### src/rtl/ahb_arbiter_if.sv
// ---------------------------------------------------------------------------
// ahb_arbiter_if
// Signal bundle between the AHB masters/bus fabric and the 3-master arbiter.
//   hbusreq   [2:0] per-master bus request (bit i = master i)
//   hlock     [2:0] per-master locked-transfer request
//   htrans    [1:0] transfer type of the current address phase
//   hburst    [2:0] burst type of the current address phase
//   hready          transfer done / bus advance
//   hresp     [1:0] slave response
//   hgrant    [2:0] one-hot grant (arbiter output)
//   hmaster   [1:0] owner of the current address phase (arbiter output)
//   hmastlock       current address phase is locked (arbiter output)
// Modports: master = bus/requester side, slave = arbiter side.
// ---------------------------------------------------------------------------
interface ahb_arbiter_if;
    logic [2:0] hbusreq;
    logic [2:0] hlock;
    logic [1:0] htrans;
    logic [2:0] hburst;
    logic       hready;
    logic [1:0] hresp;
    logic [2:0] hgrant;
    logic [1:0] hmaster;
    logic       hmastlock;

    modport master (
        output hbusreq, hlock, htrans, hburst, hready, hresp,
        input  hgrant, hmaster, hmastlock
    );

    modport slave (
        input  hbusreq, hlock, htrans, hburst, hready, hresp,
        output hgrant, hmaster, hmastlock
    );
endinterface

### src/rtl/ahb_arbiter.sv
// ---------------------------------------------------------------------------
// ahb_arbiter
// Three-master AHB arbiter: round-robin grant with default master, fixed-length
// burst hold, INCR hold and locked-transfer hold. All outputs registered and
// advanced only on hready=1 edges.
// Ports:
//   hclk    bus clock
//   hreset  synchronous active-high reset
//   bus     ahb_arbiter_if.slave (requests, transfer info in; grant info out)
// Parameter:
//   DEF_MST default master index, granted when nobody requests
// ---------------------------------------------------------------------------
module ahb_arbiter #(
    parameter logic [1:0] DEF_MST = 2'd0
) (
    input  logic         hclk,
    input  logic         hreset,
    ahb_arbiter_if.slave bus
);

    typedef enum logic [1:0] {
        ST_ARB,
        ST_BURST,
        ST_LOCKED
    } state_e;

    localparam logic [1:0] TR_IDLE   = 2'b00;
    localparam logic [1:0] TR_BUSY   = 2'b01;
    localparam logic [1:0] TR_NONSEQ = 2'b10;
    localparam logic [1:0] TR_SEQ    = 2'b11;
    localparam logic [1:0] RESP_OKAY = 2'b00;
    localparam logic [2:0] BURST_INCR = 3'b001;

    state_e     state_q, state_d;
    logic [3:0] cnt_q, cnt_d;
    logic [1:0] rr_q, rr_d;
    logic [2:0] grant_q, grant_d;
    logic [1:0] mst_q, mst_d;
    logic       mlock_q, mlock_d;

    logic [1:0] owner;
    logic [1:0] rr_pick;
    logic [1:0] cand;
    logic       found;
    logic [3:0] burst_last;
    logic       rearb;

    // Index of the currently granted master (grant is always one-hot).
    always_comb begin
        owner = DEF_MST;
        case (grant_q)
            3'b001:  owner = 2'd0;
            3'b010:  owner = 2'd1;
            3'b100:  owner = 2'd2;
            default: owner = DEF_MST;
        endcase
    end

    // Round-robin search starting after the last granted master.
    always_comb begin
        rr_pick = DEF_MST;
        found   = 1'b0;
        cand    = '0;
        for (int unsigned k = 1; k <= 3; k++) begin
            cand = 2'((32'(rr_q) + k) % 3);
            if (!found && bus.hbusreq[cand]) begin
                rr_pick = cand;
                found   = 1'b1;
            end
        end
    end

    // Counter load value (beats - 1) for fixed-length bursts.
    always_comb begin
        burst_last = '0;
        case (bus.hburst[2:1])
            2'b01:   burst_last = 4'd3;
            2'b10:   burst_last = 4'd7;
            2'b11:   burst_last = 4'd15;
            default: burst_last = '0;
        endcase
    end

    // Next-state logic. Entering BURST or LOCKED keeps the current grant;
    // a grant change happens only while idling in ARB or on an exit edge.
    always_comb begin
        state_d = state_q;
        cnt_d   = cnt_q;
        rr_d    = rr_q;
        grant_d = grant_q;
        mst_d   = mst_q;
        mlock_d = mlock_q;
        rearb   = 1'b0;

        if (bus.hready) begin
            mst_d   = owner;
            mlock_d = bus.hlock[owner];

            case (state_q)
                ST_ARB: begin
                    if (bus.hlock[owner]) begin
                        state_d = ST_LOCKED;
                    end else if (bus.htrans == TR_NONSEQ && bus.hburst[2:1] != 2'b00) begin
                        state_d = ST_BURST;
                        cnt_d   = burst_last;
                    end else if (bus.hburst == BURST_INCR && bus.hbusreq[owner] &&
                                 (bus.htrans == TR_SEQ || bus.htrans == TR_BUSY)) begin
                        rearb = 1'b0;
                    end else begin
                        rearb = 1'b1;
                    end
                end
                ST_BURST: begin
                    if (bus.hlock[owner]) begin
                        state_d = ST_LOCKED;
                        cnt_d   = '0;
                    end else if (bus.hresp != RESP_OKAY ||
                                 bus.htrans == TR_IDLE || bus.htrans == TR_NONSEQ) begin
                        state_d = ST_ARB;
                        cnt_d   = '0;
                        rearb   = 1'b1;
                    end else if (bus.htrans == TR_SEQ) begin
                        if (cnt_q <= 4'd1) begin
                            state_d = ST_ARB;
                            cnt_d   = '0;
                            rearb   = 1'b1;
                        end else begin
                            cnt_d = cnt_q - 4'd1;
                        end
                    end
                end
                ST_LOCKED: begin
                    if (!bus.hlock[owner]) begin
                        state_d = ST_ARB;
                        rearb   = 1'b1;
                    end
                end
                default: begin
                    state_d = ST_ARB;
                    cnt_d   = '0;
                end
            endcase

            if (rearb) begin
                grant_d = 3'b001 << rr_pick;
                rr_d    = rr_pick;
            end
        end
    end

    always_ff @(posedge hclk) begin
        if (hreset) begin
            state_q <= ST_ARB;
            cnt_q   <= '0;
            rr_q    <= DEF_MST;
            grant_q <= 3'b001 << DEF_MST;
            mst_q   <= DEF_MST;
            mlock_q <= 1'b0;
        end else begin
            state_q <= state_d;
            cnt_q   <= cnt_d;
            rr_q    <= rr_d;
            grant_q <= grant_d;
            mst_q   <= mst_d;
            mlock_q <= mlock_d;
        end
    end

    assign bus.hgrant    = grant_q;
    assign bus.hmaster   = mst_q;
    assign bus.hmastlock = mlock_q;

endmodule

### src/flat_wrapper.sv
// flat-port wrapper written by rule: the top's interface ports become plain ports
module ahb_arbiter_flat 
#(
    parameter logic [1:0] DEF_MST = 2'd0
)
  (hclk, hreset, bus_hbusreq, bus_hlock, bus_htrans, bus_hburst, bus_hready, bus_hresp, bus_hgrant, bus_hmaster, bus_hmastlock);
  ahb_arbiter_if bus_i ();
  input  logic hclk;
  input  logic hreset;
  input wire logic [$bits(bus_i.hbusreq)-1:0] bus_hbusreq;
  input wire logic [$bits(bus_i.hlock)-1:0] bus_hlock;
  input wire logic [$bits(bus_i.htrans)-1:0] bus_htrans;
  input wire logic [$bits(bus_i.hburst)-1:0] bus_hburst;
  input wire logic [$bits(bus_i.hready)-1:0] bus_hready;
  input wire logic [$bits(bus_i.hresp)-1:0] bus_hresp;
  output wire logic [$bits(bus_i.hgrant)-1:0] bus_hgrant;
  output wire logic [$bits(bus_i.hmaster)-1:0] bus_hmaster;
  output wire logic [$bits(bus_i.hmastlock)-1:0] bus_hmastlock;
  assign bus_i.hbusreq = bus_hbusreq;
  assign bus_i.hlock = bus_hlock;
  assign bus_i.htrans = bus_htrans;
  assign bus_i.hburst = bus_hburst;
  assign bus_i.hready = bus_hready;
  assign bus_i.hresp = bus_hresp;
  assign bus_hgrant = bus_i.hgrant;
  assign bus_hmaster = bus_i.hmaster;
  assign bus_hmastlock = bus_i.hmastlock;
  ahb_arbiter #(.DEF_MST(DEF_MST)) u_core (.hclk(hclk), .hreset(hreset), .bus(bus_i));
endmodule
### config.mk
export PLATFORM = sky130hd
export DESIGN_NAME = ahb_arbiter_flat
export DESIGN_NICKNAME = d
export VERILOG_FILES = /design/src/rtl/ahb_arbiter_if.sv /design/src/rtl/ahb_arbiter.sv /design/src/flat_wrapper.sv
export SDC_FILE = /design/constraint.sdc
export NUM_CORES = 1
export LEC_CHECK = 0
export BUFFER_PORTS_ARGS = -buffer_cell sky130_fd_sc_hd__buf_2
export CAP_MARGIN = 30
export CORE_MARGIN = 1.5
export CORE_UTILIZATION = 57
export CTS_CLUSTER_SIZE = 20
export DETAILED_ROUTE_END_ITERATION = 8
export PLACE_DENSITY_LB_ADDON = 0.3
export SETUP_SLACK_MARGIN = 0.2
export SYNTH_ARGS = -nofsm -noshare
export SYNTH_HDL_FRONTEND = slang
export SYNTH_SLANG_ARGS = --single-unit
### constraint.sdc
create_clock -name hclk -period 5 [get_ports hclk]
set_clock_uncertainty 0.2 [all_clocks]
set_input_delay 0.25 -clock hclk [delete_from_list [all_inputs] [get_ports hclk]]
set_output_delay 0.25 -clock hclk [all_outputs]
set_load 0.01 [all_outputs]
# Yosys cells after proc, flatten, opt, wreduce, memory -nomap -nowiden

Cells that the tools add are included.

Register bits after elaboration: 14
Input bits: 16
Output and inout port bits: 6
Word-level logic and storage cells: 96

$add $sub $neg: 4
Divide/modulo/power cells: 3
Magnitude comparators: 5
Eq/ne operators: 17
Shifts and indexed selects: 1
Muxes and demuxes: 42
Bitwise operators: 1
Reductions and logical operators: 17

Operators with widths:

| cell                  | count |
|---|---|
| $mod 32x2->32 const B | 3 |
| $mux 4                | 6 |
| $pmux 4 s3            | 2 |
| $mux 2                | 10 |
| $mux 1                | 16 |
| $lt 2x3->1 const B    | 4 |
| $bmux 1 s2            | 5 |
| $eq 2x2->1 const B    | 5 |
| $reduce_and 5->1      | 2 |
| $ne 4x1->1 const B    | 2 |
| $add 2x2->3 const B   | 2 |
| $eq 2x1->1 const B    | 3 |
| $pmux 2 s3            | 1 |
| $logic_and 1x1->1     | 5 |
| $le 4x1->1 const B    | 1 |
| $logic_not 2->1       | 2 |
| $ne 2x2->1 const B    | 2 |
| $pmux 2 s2            | 1 |
| $reduce_bool 2->1     | 2 |
| $sub 4x1->4 const B   | 1 |
| $add 2x1->3 const B   | 1 |
| $eq 3x1->1 const B    | 1 |
| $eq 3x2->1 const B    | 1 |
| $eq 3x3->1 const B    | 1 |
| other kinds (8)       | 11 |

# Longest topological paths before layout

Gate-level depths: netlist (run 1).

Word-level depth: 12
Gate-level depth with buffers: 7
Depth with buffers taken out: 7

# Worst setup path after synthesis (run 1)

OpenSTA, ideal clock, no wires.

Kind: reg-to-reg
Start point: reg u_core.grant_q[1] (netlist: u_core.bus.hgrant[1])
End point: reg u_core.cnt_q[0]
Library setup time: 0.092 ns
Data arrival time: 1.751 ns
Required time: 4.708 ns
Slack: 2.957 ns
Cell stages (with the launch flop): 8
Path buffers: 2
Period minus slack after synthesis: 2.043 ns
Cells stage by stage: dfxtp_1 buf_6 xnor2_1 o21a_4 or3_1 buf_2 o221a_4 o32ai_1

Cells in the longest elaborated chain, start to end: 6
Elaborated cells between the ends (all ways): 10
Classes of those cells: eq/ne (4); mux (5); reduce/logical (1)

Ends and longest elaborated chain:

| what                                                            | RTL line                               | source |
|---|---|---|
| from (decl)                                                     | ahb_arbiter.sv:37                      | `logic [2:0] grant_q, grant_d;` |
| from (signal assigned)                                          | ahb_arbiter.sv:156                     | `grant_q <= 3'b001 << DEF_MST;` |
| from (signal assigned)                                          | ahb_arbiter.sv:163                     | `grant_q <= grant_d;` |
| $eq 3x3->1 / $eq 3x2->1 (equally long branches)                 | ahb_arbiter.sv:51                      | `case (grant_q)` |
| $pmux 2 s2 *                                                    | ahb_arbiter.sv:51                      |  |
| $bmux 1 s2 *                                                    | ahb_arbiter.sv:101, ahb_arbiter.sv:114 |  |
| $mux 1 (implied by the code) *                                  | ahb_arbiter.sv:101, ahb_arbiter.sv:114 |  |
| $ne 4x1->1 (no line) (tied with other cells)                    | --                                     |  |
| $reduce_and 5->1 (no line) / $pmux 4 s3 (equally long branches) | --                                     |  |
| to (signal assigned)                                            | ahb_arbiter.sv:161                     | `cnt_q <= cnt_d;` |
| to (decl)                                                       | ahb_arbiter.sv:35                      | `logic [3:0] cnt_q, cnt_d;` |

Every way passes the cells marked *; elsewhere a longest branch is shown, timed or not. The select of a mux whose other input is x is not followed.
A chain may end at the register's enable or synchronous reset.

# Worst setup path in the final report (run 1)

Start point: reg u_core.grant_q[1] (netlist: u_core.bus.hgrant[1])
End point: reg u_core.grant_q[0] (netlist: u_core.bus.hgrant[0])

Cells in the longest elaborated chain, start to end: 12
Elaborated cells between the ends (all ways): 17
Classes of those cells: eq/ne (2); mux (12); reduce/logical (3)

Ends and longest elaborated chain:

| what                                            | RTL line           | source |
|---|---|---|
| $eq 3x3->1 / $eq 3x2->1 (equally long branches) | ahb_arbiter.sv:51  |  |
| $pmux 2 s2 *                                    | ahb_arbiter.sv:51  |  |
| $bmux 1 s2                                      | ahb_arbiter.sv:106 | `end else if (bus.hburst == BURST_INCR && bus.hbusreq[owner] &&` |
| $mux 1 (implied by the code)                    | ahb_arbiter.sv:106 |  |
| $logic_and 1x1->1 (2 in series)                 | ahb_arbiter.sv:106 |  |
| $mux 1                                          | ahb_arbiter.sv:106 |  |
| $mux 1                                          | ahb_arbiter.sv:103 | `end else if (bus.htrans == TR_NONSEQ && bus.hburst[2:1] != 2'b00) begin` |
| $mux 1                                          | ahb_arbiter.sv:101 | `if (bus.hlock[owner]) begin` |
| $pmux 1 s3 *                                    | ahb_arbiter.sv:99  | `case (state_q)` |
| $mux 1 *                                        | ahb_arbiter.sv:95  | `if (bus.hready) begin` |
| $reduce_and 2->1 (no line) *                    | --                 |  |

Marked as above.

==> results of run 1 <==
[flip-flops by register name, summed over array words and instances, names as in the netlist]
name                  cells
u_core.bus.hgrant         3
u_core.bus.hmaster        2
u_core.bus.hmastlock      1
u_core.cnt_q              4
u_core.rr_q               2
u_core.state_q            2
[kinds of logic after synthesis]
family	count (synthesis)	share of synthesized area, %
buf+inv	15	7.32
simple gates	41	22.2
compound gates	38	29.2
xor+xnor	3	2.61
fa+ha+maj	5	5.96
flops	14	27.8
mux	5	4.96
[metal layers]
layer / wire (um) / global-route usage (%) / vias to the layer above
met5: 0 / 0 / -
met2: 1120 / 43.7 / 28
li1: - / - / 487
met1: 995 / 31.1 / 451
met4: 48 / 12.4 / 0
met3: 117 / 4.00 / 5
[layout make-up]
class | instances | share of cell area (%)
Multi-Input combinational cell | 92 | 58.2
Clock buffer | 3 | 2.00
Tap cell | 17 | 1.89
Timing Repair Buffer | 21 | 9.34
Inverter | 11 | 3.67
Sequential cell | 14 | 24.9
[per-stage QoR]
step	instance area [um^2]	power, W
final	1120	0.000262
after global placement	1100	0.000194
after detailed placement	1100	0.000196
after global routing	1120	0.000274
after floorplan	1010	0.000177
after CTS	1120	0.000263
[worst max-delay path: cells and delay by family, from the launching register on]
family	cells	cell delay, ps
compound gates	3	1170
mux	1	220
xor+xnor	1	150
flops	1	470
[power breakdown]
group,switching [W],internal [W],total (W)
Combinational,0.0000367,0.0000325,0.0000692
Clock,0.0000394,0.0000281,0.0000676
Sequential,0.00000811,0.000117,0.000125
[worst max-delay path by stage]
stage | slack, ps | endpoint | cells after the start
after floorplan | 2960 | u_core.cnt_q[0] | 7
after global placement | 2810 | u_core.bus.hgrant[1] | 5
after detailed placement | 2780 | u_core.bus.hgrant[2] | 5
after CTS | 2740 | u_core.bus.hgrant[0] | 5
after global routing | 2520 | u_core.bus.hgrant[0] | 5
final | 2720 | u_core.bus.hgrant[0] | 5
[placed cells by master, fill, tap and decap left out, types with 2 or more instances in the layout]
| master | n |
|---|---|
| buf_2 | 21 |
| dfxtp_1 | 14 |
| inv_1 | 11 |
| nor2_1 | 10 |
| o21ai_0 | 8 |
| nand2_1 | 8 |
| a21oi_1 | 7 |
| nand2b_1 | 5 |
| mux2i_1 | 5 |
| o32ai_1 | 4 |
| ha_1 | 4 |
| xnor2_1 | 3 |
| nor3b_1 | 3 |
| nor3_1 | 3 |
| o31a_2 | 3 |
| clkbuf_4 | 3 |
| o21bai_1 | 2 |
| nand3b_1 | 2 |
| o21a_1 | 2 |
| o2111ai_1 | 2 |
| nor4b_1 | 2 |
==> metrics.txt, run 1 <==
Die Wd=approximately 45 um; multi-input logic area=654 um^2; final wirelength=2280 um; RSZ-0062 raised after global routing=no; Cells after DPL=155; initial core utilization=between 50% and 60%; CTS Buf Count=3; initial antenna violation count=0; grt total ovfl=0; number of global-route vias before repair=903; IO Count=22; worst r2r dst=u_core.bus.hgrant[0]; Synth area leaders=dfxtp_1, ha_1, mux2i_1; launch point of the critical path=u_core.bus.hgrant[1]; Crit-path slowest cell=a2111oi_0; Pre-antenna DRT Iters=5; worst slew pin tran=624 ps; Yosys cell types=40; Chip Height=between 40 and 50 um; Synth Flop Type=dfxtp_1; status=finished, final reports clean; Synth Register Bits=14; TNS Setup=0 ps; routed vias=971; critical path type=reg2reg; leakage power=between 0.4 and 0.5 nW; CP Launch Type=register; Syn Std Cell Area=between 1000 and 1500 um^2; fin crit share=approximately 46%; R2R Setup Slk=2720 ps; final hold slack=22.4 ps; Final Core Density=between 60% and 70%; critical path data arrival time=roughly 2300 ps; final std cells w/o fill=158; post-synthesis sequential area ratio=around 28%; pre-CTS WS=about 2800 ps; Register Area=approximately 280 um^2; number of vias per cell=between 6 and 7; top-count cell post-synth=dfxtp_1; Post-Syn Area per Cell=8.33 um^2; Rel. slew slack=57.3%; CTS tree=built; Final Hold Violating Endpoints=0; crit path max fanout=9; # rows=15; Final Critical Period=about 2300 ps; worst hold stages=3; later-pin clock latency in the skew report=a little under 300 ps; number of post-CTS setup repair buffers=0; R2R depth=5; Resized Gates After CTS=0; CP endpoint kind=register; Setup WS post-layout=2720 ps; Max-cap violations=0; ANT cells=0; Mapped Nets=around 140; top-area cell type share of the netlist area=between 20% and 30%; pwr dens=about 230 nW/um^2; Final nets=163; Port Buffers=21; post-synth top area cell=dfxtp_1; # hold bufs at CTS=0; CTS sink count=14; Fmax=roughly 0.44 GHz; cell count after synthesis=approximately 120; Placer Congestion=around 0.87; Die ar.=roughly 2000 um^2; Post-synth EDFFs=0; H-tree depth=1; hold path startpoint=bus_hready; Routed WL per cell=14.4 um; critical path required time=approximately 5000 ps; CTS Buffer Depth=2; Hold EP=u_core.state_q[1]; ys async rst share=0%; fraction of layout cells with a size suffix above 1=24.1%; first-pass GRT wire length=roughly 3700 um; CTS Root Cell=clkbuf_4; Commonest cells post-synth=dfxtp_1, inv_1, nor2_1; fillers=148; gr usage total=about 26%; Post-DRT Antenna Nets=0; Ys Warns=0; DP Wirelength=1780 um; drc violations=0; Worst IR Drop VDD=~230 uV; CTS clk-pin slew, worst paths=around 80 ps; DRT iter0 DRCs=18; core box area=between 1500 and 2000 um^2; Hold Path Class=in2reg; largest net degree at the start of global routing=14; Critical Path, Cell by Cell=xnor2_1 > o21a_4 > a2111oi_0 > o21a_1 > mux2i_1; worst r2r src=u_core.bus.hgrant[1]; P&R area growth vs syn=11.5%; Slew Viols, Final=0; Final setup viols=0; max incr delay on CP=~590 ps
Power figures use the tool's default switching activity.
==> run 2: changes to the inputs <==
CORE_ASPECT_RATIO = 0.7   (was default)
CORE_UTILIZATION = 53   (was 57)
clock period = 2.35 ns   (was 5 ns; I/O delays follow)
==> run 2 against run 1 <==
Net effect: first-iteration DRC count grew 22%; critical path depth is the same; via count grew 2.6%; clock power grew 91%; worst hold slack gained 23 ps; total power grew 110%; sequential power grew 110%; count of clock-buffer cells in the layout is the same; global-route usage grew 0.22 points; die area grew 7.2%; non-clock buffer count grew 3.
==> metrics.txt, run 2 (synthesized netlist as in run 1, its figures left out) <==
status=finished, final reports clean; number of post-CTS setup repair buffers=0; largest net degree at the start of global routing=14; initial antenna violation count=0; worst slew pin tran=497 ps; commonest non-fill, non-tap cell in the layout=buf_2; RSZ-0062 raised after global routing=no; final wirelength=about 2500 um; fin crit share=87.3%; routed vias=around 1000; Final Critical Period=about 2100 ps; leakage power=roughly 0.46 nW; Cells after DPL=160; final instance area=1200 um^2; CTS Root Cell=clkbuf_4; CTS sink count=14; CTS tree=built; Fmax=0.487 GHz; fraction of layout cells with a size suffix above 1=just over 30%; CTS clk-pin slew, worst paths=80 ps; critical path data arrival time=2050 ps; CTS Buf Count=3; Rel. slew slack=approximately two thirds; crit path max fanout=9; Die ar.=2180 um^2; final std cells w/o fill=about 170; initial core utilization=~60%; Worst IR Drop VDD=between 300 and 400 uV; Routed WL per cell=14.9 um; pwr dens=469 nW/um^2; ANT cells=0; gr usage total=~26%; Chip Height=39.5 um; grt total ovfl=0; H-tree depth=1; Pre-antenna DRT Iters=4; Hold Path Class=in2reg; later-pin clock latency in the skew report=~270 ps; Final Hold Violating Endpoints=0; Die Wd=55.1 um; Final setup viols=0; number of global-route vias before repair=between 800 and 900; P&R area growth vs syn=18.6%; Most flops, register=u_core.cnt_q; final hold slack=about 45 ps; core box area=1680 um^2; Final nets=166; Slew Viols, Final=0; Placer Congestion=0.770; CP endpoint kind=register; Max-cap violations=0; drc violations=0; number of vias per cell=6.04; first-pass GRT wire length=around 3800 um; critical path type=reg2reg; # rows=12; Port Buffers=21; Post-Place Cell Area=~1100 um^2; Post-DRT Antenna Nets=0; max FFs per register=4; Final Core Density=between 70% and 80%; CP Launch Type=register; DRT iter0 DRCs=22; most frequent cells in the layout=buf_2, inv_1, dfxtp_1; IO Count=22; CTS Buffer Depth=2; DP Wirelength=around 1800 um; TNS Setup=0 ps; critical path required time=between 2000 and 2500 ps
-- run 2: cell type report --
class                      count  area [um^2]
clock buffer                   3         22.5
timing repair buffer          24          133
multi-input combinational     92          689
inverter                      11         41.3
tap                           21         26.3
fill                         137          485
sequential                    14          284
-- run 2: through the flow --
stage | power, W | setup slack, ps
2_1_floorplan | 0.000377 | 307
3_3_place_gp | 0.000416 | 232
3_5_place_dp | 0.000421 | 132
4_1_cts | 0.000556 | 205
5_1_grt | 0.000600 | 210
6_report | 0.000561 | 298
-- run 2: power by group --
group	switching [W]	total (W)	internal [W]
sequential	0.0000164	0.000266	0.000250
clock	0.0000692	0.000129	0.0000594
combinational	0.0000885	0.000166	0.0000776
-- run 2: routing by layer --
metal | global-route usage [%] | up-vias | share of wire (%)
met5 | 0 | - | 0
li1 | - | 497 | -
met3 | 6.49 | 6 | 7.6
met2 | 36.0 | 45 | 40
met1 | 36.8 | 448 | 51
met4 | 11.6 | 0 | 1.4
-- run 2: what timing repair did --
action,4_1_cts,5_1_grt
hold endpoints to repair,4,0
pin swaps,0,1
setup endpoints to repair,4,11
gates resized for setup,2,9
hold buffers,2,0
gates cloned,0,0
-- run 2: final timing paths --
kind,from,end,slack (ps),depth (start not counted)
max,u_core.bus.hgrant[1],u_core.bus.hgrant[0],300,5
min,bus_hburst[1],u_core.cnt_q[3],40,4
max reg2reg,u_core.bus.hgrant[1],u_core.bus.hgrant[0],300,5
min reg2reg,u_core.rr_q[0],u_core.rr_q[0],280,2
-- run 2: critical path: stages, from the launching register on --
cell and delay, ps:
dfxtp_2 410, xnor2_1 120, o21a_4 230, a2111oi_1 500, o21a_2 290, mux2i_1 220
==> run 3: changes to the inputs <==
--- a/config.mk
+++ b/config.mk
@@ -13,4 +13,5 @@
 export CTS_CLUSTER_SIZE = 20
 export DETAILED_ROUTE_END_ITERATION = 8
+export MAX_ROUTING_LAYER = met4
 export PLACE_DENSITY_LB_ADDON = 0.3
 export SETUP_SLACK_MARGIN = 0.2
--- a/constraint.sdc
+++ b/constraint.sdc
@@ -3,3 +3,3 @@
 set_input_delay 0.1175 -clock hclk [delete_from_list [all_inputs] [get_ports hclk]]
 set_output_delay 0.1175 -clock hclk [all_outputs]
-set_load 0.01 [all_outputs]
+set_load 0.005 [all_outputs]
==> run 3 against run 2 <==
Net effect: first-iteration DRC count grew 14%; critical path type unchanged; count of clock-buffer cells in the layout did not move; global-route usage up 0.40 points; non-clock buffer count stayed put; largest power group unchanged; register-to-register slack barely moved; clock power about the same; core utilization unchanged; via count did not move; critical endpoint unchanged; die area stayed put; worst hold slack got worse by 1.0 ps.
==> metrics.txt, run 3 (synthesized netlist as in run 1, its figures left out) <==
leakage power=0.464 nW; initial antenna violation count=0; Crit-path slowest cell=a2111oi_1; Chip Height=slightly below 40 um; largest net degree at the start of global routing=14; Pre-antenna DRT Iters=4; final wirelength=around 2500 um; Most flops, register=u_core.cnt_q; worst r2r src=u_core.bus.hgrant[1]; Max-cap violations=0; P&R area growth vs syn=18.6%; CTS Root Cell=clkbuf_4; DP Wirelength=approximately 1800 um; first-pass GRT wire length=between 3000 and 4000 um; max incr delay on CP=approximately 500 ps; Final Core Density=a little under three quarters; CTS tree=built; Final setup viols=0; routed vias=996; worst slew pin tran=~500 ps; worst hold stages=4; Critical Path, Cell by Cell=xnor2_1 > o21a_4 > a2111oi_1 > o21a_2 > mux2i_1; Post-DRT Antenna Nets=0; IO Count=22; critical path required time=2350 ps; commonest non-fill, non-tap cell in the layout=buf_2; number of global-route vias before repair=just over 800; initial core utilization=about 60%; launch point of the critical path=u_core.bus.hgrant[1]; CP Launch Type=register; later-pin clock latency in the skew report=between 200 and 300 ps; RSZ-0062 raised after global routing=no; status=finished, final reports clean; # rows=12; pwr dens=468 nW/um^2; grt total ovfl=0; Port Buffers=21; Fmax=approximately 0.49 GHz; pre-CTS WS=about 130 ps; Routed WL per cell=roughly 15 um; R2R depth=5; ANT cells=0; CTS clk-pin slew, worst paths=80 ps; critical path data arrival time=slightly above 2000 ps; drc violations=0; fraction of layout cells with a size suffix above 1=between 30% and 40%; Placer Congestion=roughly 0.8; Hold Path Class=in2reg; max FFs per register=4; Final Hold Violating Endpoints=0; CTS Buf Count=3; H-tree depth=1; DRT iter0 DRCs=25; core box area=about 1700 um^2; TNS Setup=0 ps; hold path startpoint=bus_hburst[1]; most frequent cells in the layout=buf_2, inv_1, dfxtp_1; CP endpoint kind=register; CTS Buffer Depth=2; number of post-CTS setup repair buffers=0; Die Wd=between 50 and 60 um; CTS sink count=14; Die ar.=around 2200 um^2; Final Critical Period=approximately 2100 ps; Final nets=between 150 and 200; crit path max fanout=9; final std cells w/o fill=between 150 and 200; Setup WS post-layout=298 ps; critical path type=reg2reg; Rel. slew slack=about two thirds; Cells after DPL=160; gr usage total=between 20% and 30%; number of vias per cell=~6; Worst IR Drop VDD=approximately 360 uV; fin crit share=roughly 87%; Slew Viols, Final=0
==> run 3: cell counts in the layout (fill, tap and decap cells not counted) <==
Identical to the previous run, type by type.
==> run 3: area by class of cell <==
class / count / area [um^2]
clock buffers: 3 / 22.5
fillers: 137 / 485
inverters: 11 / 41.3
multi-input cells: 92 / 689
flip-flops and latches: 14 / 284
well taps: 21 / 26.3
repair buffers: 24 / 133
==> run 3: path summary, 6_finish.rpt <==
path,to,slack [ps]
max,u_core.bus.hgrant[0],300
min,u_core.cnt_q[3],40
min reg2reg,u_core.rr_q[0],280
max reg2reg,u_core.bus.hgrant[0],300
==> run 3: critical path, delay by kind of cell, from the launching register on <==
kind	cells	cell delay, ps
AO/OA/AOI/OAI	3	1020
XOR/XNOR	1	120
flip-flops	1	410
multiplexers	1	220
==> run 3: through the flow <==
stage / hold WS [ps] / total power, W / cell area, um^2
floorplan: 60.8 / 0.000375 / 1010
detailed placement: 221 / 0.000419 / 1110
finish: 44.0 / 0.000560 / 1200
global placement: 220 / 0.000414 / 1110
CTS: 19.6 / 0.000554 / 1160
global route: 47.5 / 0.000596 / 1200
==> run 3: timing repair <==
action,4_1_cts,5_1_grt
endpoints found under the hold margin,4,0
setup endpoints to repair,4,11
hold buffers,2,0
gates resized for setup,2,9
pin swaps,0,1
==> run 3: layer usage <==
| layer | up-vias | GRT usage [%] | share of wire [%] |
|---|---|---|---|
| met5 | - | - | 0 |
| met4 | 0 | 11.6 | 1.5 |
| met3 | 6 | 5.34 | 7.6 |
| met2 | 45 | 36.0 | 40 |
| met1 | 448 | 36.8 | 51 |
| li1 | 497 | - | - |
==> run 3: power by group <==
| group | internal [W] | switching (W) |
|---|---|---|
| registers | 0.000250 | 0.0000164 |
| logic | 0.0000775 | 0.0000868 |
| clock network | 0.0000594 | 0.0000696 |
| total | 0.000387 | 0.000173 |
